--- config.mk ---
export PLATFORM = sky130hd
export DESIGN_NAME = fp_add_seq
export DESIGN_NICKNAME = d
export VERILOG_FILES = /design/src/rtl/fp_add_pkg.sv /design/src/rtl/fp_align_shifter.sv /design/src/rtl/fp_add_seq.sv
export SDC_FILE = /design/constraint.sdc
export NUM_CORES = 1
export LEC_CHECK = 0
export ABC_AREA = 1
export CORE_MARGIN = 2
export CORE_UTILIZATION = 30
export CTS_BUF_LIST = sky130_fd_sc_hd__clkbuf_8
export DETAILED_ROUTE_END_ITERATION = 16
export SLEW_MARGIN = 20
export SYNTH_ARGS = -nofsm -noshare
export SYNTH_HDL_FRONTEND = slang
export SYNTH_SLANG_ARGS = --single-unit
--- constraint.sdc ---
create_clock -name clk -period 4.3 [get_ports clk]
set_input_delay 0.645 -clock clk [delete_from_list [all_inputs] [get_ports clk]]
set_output_delay 0.645 -clock clk [all_outputs]
set_load 0.005 [all_outputs]
--- src/rtl/fp_add_pkg.sv ---
// Shared FSM state type and width/field helpers for the sequential FP adder.
// Helpers are width-generic so any EXP_W/MAN_W split (word up to 64 bits) can use them.
package fp_add_pkg;

  typedef enum logic [2:0] {
    ST_IDLE  = 3'd0,
    ST_ALIGN = 3'd1,
    ST_ADD   = 3'd2,
    ST_NORM  = 3'd3,
    ST_ROUND = 3'd4,
    ST_DONE  = 3'd5
  } state_e;

  localparam int GRS_W = 3;

  function automatic int fp_bias(input int exp_w);
    return (1 << (exp_w - 1)) - 1;
  endfunction

  function automatic int fp_word_w(input int exp_w, input int man_w);
    return 1 + exp_w + man_w;
  endfunction

  // {carry, hidden, frac, guard, round, sticky}
  function automatic int fp_mant_w(input int man_w);
    return man_w + 2 + GRS_W;
  endfunction

  function automatic logic [63:0] fp_exp_field(input logic [63:0] x, input int exp_w,
                                               input int man_w);
    return (x >> man_w) & ((64'd1 << exp_w) - 64'd1);
  endfunction

  function automatic logic [63:0] fp_frac_field(input logic [63:0] x, input int man_w);
    return x & ((64'd1 << man_w) - 64'd1);
  endfunction

endpackage

--- src/rtl/fp_align_shifter.sv ---
// Right shifter for operand alignment; sticky_o is the OR of every bit pushed
// past the LSB, so shifts wider than the word leave only sticky information.
module fp_align_shifter #(
  parameter int DATA_W  = 10,
  parameter int SHAMT_W = 4
) (
  input  logic [DATA_W-1:0]  data_i,
  input  logic [SHAMT_W-1:0] shamt_i,
  output logic [DATA_W-1:0]  data_o,
  output logic               sticky_o
);

  always_comb begin
    data_o   = data_i >> shamt_i;
    sticky_o = 1'b0;
    for (int i = 0; i < DATA_W; i++) begin
      if (i < int'(shamt_i)) sticky_o = sticky_o | data_i[i];
    end
  end

endmodule

--- src/rtl/fp_add_seq.sv ---
// Multi-cycle add/sub for a float format without denormals, inf or NaN; one
// operation in flight, result held in DONE until the consumer takes it.
module fp_add_seq
  import fp_add_pkg::*;
#(
  parameter int EXP_W = 4,
  parameter int MAN_W = 5
) (
  input  logic                   clk,
  input  logic                   rst_n,
  input  logic                   in_valid,
  output logic                   in_ready,
  input  logic [EXP_W+MAN_W:0]   a,
  input  logic [EXP_W+MAN_W:0]   b,
  input  logic                   op,
  output logic                   out_valid,
  input  logic                   out_ready,
  output logic [EXP_W+MAN_W:0]   s,
  output logic                   ovf,
  output logic                   unf
);

  localparam int W  = fp_word_w(EXP_W, MAN_W);
  localparam int MW = fp_mant_w(MAN_W);
  localparam int EW = EXP_W + 1;  // spare bit exposes overflow before saturation

  state_e        state_q, state_d;
  logic [W-1:0]  a_q, a_d, b_q, b_d;
  logic          sgn_q, sgn_d, sub_q, sub_d;
  logic [EW-1:0] exp_q, exp_d;
  logic [MW-1:0] mx_q, mx_d, mn_q, mn_d;
  logic [W-1:0]  res_q, res_d;
  logic          ovf_q, ovf_d, unf_q, unf_d;

  function automatic logic [MW-1:0] unpack_mant(input logic [EXP_W-1:0] e,
                                                input logic [MAN_W-1:0] f);
    return (e == '0) ? '0 : {2'b01, f, 3'b000};
  endfunction

  logic             a_sgn, b_sgn;
  logic [EXP_W-1:0] a_exp, b_exp;
  logic [MAN_W-1:0] a_frc, b_frc;

  assign a_sgn = a_q[W-1];
  assign b_sgn = b_q[W-1];
  assign a_exp = EXP_W'(fp_exp_field(64'(a_q), EXP_W, MAN_W));
  assign b_exp = EXP_W'(fp_exp_field(64'(b_q), EXP_W, MAN_W));
  assign a_frc = MAN_W'(fp_frac_field(64'(a_q), MAN_W));
  assign b_frc = MAN_W'(fp_frac_field(64'(b_q), MAN_W));

  logic             a_ge_b, big_sgn, sml_stk;
  logic [EXP_W-1:0] big_exp, sml_exp, exp_diff;
  logic [MW-1:0]    big_mant, sml_mant, sml_shf, sml_aln;

  assign a_ge_b   = {a_exp, a_frc} >= {b_exp, b_frc};
  assign big_sgn  = a_ge_b ? a_sgn : b_sgn;
  assign big_exp  = a_ge_b ? a_exp : b_exp;
  assign sml_exp  = a_ge_b ? b_exp : a_exp;
  assign big_mant = a_ge_b ? unpack_mant(a_exp, a_frc) : unpack_mant(b_exp, b_frc);
  assign sml_mant = a_ge_b ? unpack_mant(b_exp, b_frc) : unpack_mant(a_exp, a_frc);
  assign exp_diff = big_exp - sml_exp;

  fp_align_shifter #(
    .DATA_W  (MW),
    .SHAMT_W (EXP_W)
  ) u_align (
    .data_i   (sml_mant),
    .shamt_i  (exp_diff),
    .data_o   (sml_shf),
    .sticky_o (sml_stk)
  );

  assign sml_aln = {sml_shf[MW-1:1], sml_shf[0] | sml_stk};

  // Round-to-nearest-even on {hidden, frac} using guard/round/sticky
  logic             rnd_up, rnd_ovf;
  logic [MAN_W+1:0] rnd_sum;
  logic [EW-1:0]    rnd_exp;
  logic [MAN_W-1:0] rnd_frc;

  assign rnd_up  = mx_q[2] & (mx_q[3] | mx_q[1] | mx_q[0]);
  assign rnd_sum = {1'b0, mx_q[MW-2:3]} + {{(MAN_W+1){1'b0}}, rnd_up};
  assign rnd_exp = exp_q + {{(EW-1){1'b0}}, rnd_sum[MAN_W+1]};
  assign rnd_frc = rnd_sum[MAN_W+1] ? rnd_sum[MAN_W:1] : rnd_sum[MAN_W-1:0];
  assign rnd_ovf = rnd_exp[EXP_W];

  always_comb begin
    state_d = state_q;
    a_d     = a_q;
    b_d     = b_q;
    sgn_d   = sgn_q;
    sub_d   = sub_q;
    exp_d   = exp_q;
    mx_d    = mx_q;
    mn_d    = mn_q;
    res_d   = res_q;
    ovf_d   = ovf_q;
    unf_d   = unf_q;
    case (state_q)
      ST_IDLE: begin
        if (in_valid) begin
          a_d     = a;
          b_d     = {b[W-1] ^ op, b[W-2:0]};
          ovf_d   = 1'b0;
          unf_d   = 1'b0;
          state_d = ST_ALIGN;
        end
      end
      ST_ALIGN: begin
        sgn_d   = big_sgn;
        sub_d   = a_sgn ^ b_sgn;
        exp_d   = {1'b0, big_exp};
        mx_d    = big_mant;
        mn_d    = sml_aln;
        state_d = ST_ADD;
      end
      ST_ADD: begin
        mx_d    = sub_q ? (mx_q - mn_q) : (mx_q + mn_q);
        state_d = ST_NORM;
      end
      ST_NORM: begin
        if (mx_q == '0) begin
          res_d   = '0;
          state_d = ST_DONE;
        end else if (mx_q[MW-1]) begin
          mx_d    = {1'b0, mx_q[MW-1:2], mx_q[1] | mx_q[0]};
          exp_d   = exp_q + EW'(1);
          state_d = ST_ROUND;
        end else if (mx_q[MW-2]) begin
          state_d = ST_ROUND;
        end else if (exp_q == EW'(1)) begin
          res_d   = '0;
          unf_d   = 1'b1;
          state_d = ST_DONE;
        end else begin
          mx_d    = {mx_q[MW-2:0], 1'b0};
          exp_d   = exp_q - EW'(1);
        end
      end
      ST_ROUND: begin
        res_d   = rnd_ovf ? {sgn_q, {(W-1){1'b1}}}
                          : {sgn_q, rnd_exp[EXP_W-1:0], rnd_frc};
        ovf_d   = rnd_ovf;
        state_d = ST_DONE;
      end
      ST_DONE: begin
        if (out_ready) state_d = ST_IDLE;
      end
      default: state_d = ST_IDLE;
    endcase
  end

  always_ff @(posedge clk or negedge rst_n) begin
    if (!rst_n) begin
      state_q <= ST_IDLE;
      a_q     <= '0;
      b_q     <= '0;
      sgn_q   <= 1'b0;
      sub_q   <= 1'b0;
      exp_q   <= '0;
      mx_q    <= '0;
      mn_q    <= '0;
      res_q   <= '0;
      ovf_q   <= 1'b0;
      unf_q   <= 1'b0;
    end else begin
      state_q <= state_d;
      a_q     <= a_d;
      b_q     <= b_d;
      sgn_q   <= sgn_d;
      sub_q   <= sub_d;
      exp_q   <= exp_d;
      mx_q    <= mx_d;
      mn_q    <= mn_d;
      res_q   <= res_d;
      ovf_q   <= ovf_d;
      unf_q   <= unf_d;
    end
  end

  assign in_ready  = (state_q == ST_IDLE);
  assign out_valid = (state_q == ST_DONE);
  assign s         = res_q;
  assign ovf       = ovf_q;
  assign unf       = unf_q;

endmodule

==> results.py <==
metrics = {
    "routing": {
        "drtPass1Iterations": 4,
        "drtAntennaViolNets": 0,
        "post-route-drc-count": 0,
        "wl_um": 11100,
        "vias": 3997,
        "via_per_inst": 4.75,
        "drtIter0Drc": 216,
        "wl_per_cell_um": 13.2,
    },
    "synthesis": {
        "ys.warnings.count": 0,
        "ys_top_cells_by_area": "dfrtp_1 34%, nand2_1 11%, inv_1 7.9%",
        "ys_ff_latch": 61,
        "syn_area_um2": 4530,
        "synth.distinct_cells": 52,
        "yosysTopAreaCellShare_pct": 33.7,
        "synthTopCellsByCount": "129 x nand2_1, 95 x inv_1, 61 x dfrtp_1, 60 x o21ai_0, 40 x nor2_1",
        "yosysMostFrequentCell": "nand2_1",
        "synth_edf_count": 0,
        "synthCells": 615,
        "async_flop_share_pct": 100,
        "synth_top_area_cell": "dfrtp_1",
        "ys_seq_area_share_pct": 33.7,
        "synth-main-ff-cell": "dfrtp_1",
        "syn_area_per_cell_um2": 7.36,
        "syn-num-nets": 667,
    },
    "placement": {
        "post_dp_cell_area_um2": 5090,
        "gp_congestion": 0.843,
        "hpwlAfterDp_um": 8810,
        "io_buffers": 38,
    },
    "cells_and_area": {
        "multi_input_area_um2": 2540,
        "areaGrowthSynthToFinish_pct": 15.9,
        "seq_area_um2": 1530,
        "final_core_util_pct": 35.9,
        "final_area_um2": 5250,
        "diodes": 0,
        "num-nets-final": 705,
        "drive_gt1_share_pct": 9.88,
        "fillCellCount": 1627,
    },
    "clock_tree": {
        "cts_buffer_depth": 2,
        "cts.sinks": 61,
        "cts_tree": "done",
        "cts_resized": 0,
        "ctsHtreeMaxLevel": 3,
        "holdBufCountCts": 0,
        "cts_root_buf": "clkbuf_8",
        "post_cts_buffers": 0,
        "clk_latency_ns": 0.36,
        "numCtsBuffers": 9,
        "cts.clk_slew.worst_paths_ns": 0.07,
    },
    "setup_path": {
        "crit_path_start_kind": "flop",
        "cp_data_arrival_time_ns": 3.20,
        "crit_path_frequent_cell": "nand2_1",
        "max_stage_delay_ns": 0.46,
        "cp.required_ns": 4.57,
        "crit_slowest_cell": "dfrtp_1",
        "path_class": "reg2reg",
        "worstPathMaxFanout": 18,
        "cp_cell_sequence": "ha_1 -> nand2_1 -> nand2_1 -> a21oi_4 -> nand4_4 -> nand2_2 -> nand3_4 -> ha_1 -> inv_1 -> nand2_1 -> o32ai_1 -> nand2_1 -> o211ai_1",
        "crit_path_end_kind": "flop",
    },
    "sta": {
        "setup_viol": 0,
        "tns_ns": 0,
        "rsz0062_at_grt": "no",
        "fin_crit_ns": 2.92,
        "slew_headroom_pct": 37.0,
        "hold_viol_final": 0,
        "report.final.slew_viol_count": 0,
        "timing.final.crit_share_pct": 67.9,
        "skew_ns": 0.00981,
        "hold-worst-slack_ns": 0.418,
        "worst_slew_pin_slew_ns": 0.945,
        "max_freq_mhz": 342,
    },
    "grt": {
        "grt_overflow": 0,
        "first_global_vias": 3915,
        "grt_max_degree": 43,
        "grt_use_total_pct": 14.7,
        "grt_pass1_wl_um": 19000,
        "grt_antenna_before_repair": 0,
    },
    "floorplanning": {
        "num_io_pins": 39,
        "rows": 44,
        "core_um2": 14600,
        "die_h_um": 127,
        "initial_core_util_pct": 30.9,
        "die_area_um2": 16100,
        "die_w_um": 127,
    },
    "worst_hold_path": {
        "min_path_type": "in2async",
    },
    "job": {
        "max-cap-violations": 0,
    },
    "status": {
        "status": "complete, no violations",
    },
}
state kept, by name, summed over array words and instances, names as in the netlist:
register / flops
state_q: 3
mx_q: 10
unf: 1
ovf: 1
mn_q: 9
b_q: 10
sgn_q: 1
sub_q: 1
exp_q: 5
a_q: 10
s: 10
layout by cell type (no fill, tap or decap), types with 17 or more instances in the layout:
master,synthesis,final
a21oi_1,27,27
nand3_1,32,32
clkdlybuf4s50_1,0,37
inv_1,95,97
o21ai_0,60,60
dfrtp_1,61,61
xor2_1,17,17
nor2_1,40,40
nand2_1,129,129
ha_1,26,26
final timing paths:
kind | startpoint | to | slack (ns) | depth (start not counted)
min in group clk | s[4] | s[4] | 0.47 | 2
worst max register to register | a_q[6] | mn_q[2] | 1.38 | 13
worst min register to register | s[4] | s[4] | 0.47 | 2
max in group asynchronous | rst_n | mx_q[1] | 3.07 | 2
worst min-delay path | rst_n | s[7] | 0.42 | 1
worst max-delay path | a_q[6] | mn_q[2] | 1.38 | 13
cells by family (layout without fill, tap and decap cells):
kind of cell / Yosys count / in the layout / share of synthesized area (%)
flip-flops: 61 / 61 / 33.7
XOR/XNOR: 18 / 18 / 3.48
AO/OA/AOI/OAI: 138 / 138 / 18.2
adder cells (fa/ha/maj): 27 / 27 / 7.63
AND/OR/NAND/NOR: 252 / 252 / 26.7
buffers and inverters: 119 / 162 / 10.2
through the flow:
step / cells / setup slack (ns)
after floorplan: 615 / 1.70
after global placement: 826 / 1.48
after detailed placement: 826 / 1.44
after CTS: 842 / 1.39
after global routing: 842 / 1.09
final: 842 / 1.38
layout make-up:
type                       instances  share of cell area [%]
multi-input combinational        435                    48.4
sequential                        61                    29.1
inverter                         107                    7.84
timing repair buffer              39                    7.29
tap                              184                    4.39
clock buffer                       9                    2.36
clock inverter                     7                   0.667
routing by layer:
metal / wire (um) / track usage, %
met2: 5120 / 23.8
met3: 358 / 3.16
met4: 157 / 4.40
met5: 0 / 0
met1: 5510 / 19.7
worst max-delay path, delay by kind of cell, from the launching register on:
family | cells | cell delay, ns
fa+ha+maj | 2 | 0.77
simple gates | 7 | 0.94
flops | 1 | 0.46
compound gates | 3 | 0.46
buf+inv | 1 | 0.20
Power is left out: the tool's default activity adds up to more than one toggle a clock period on the data nets, which glitch-free logic cannot reach.
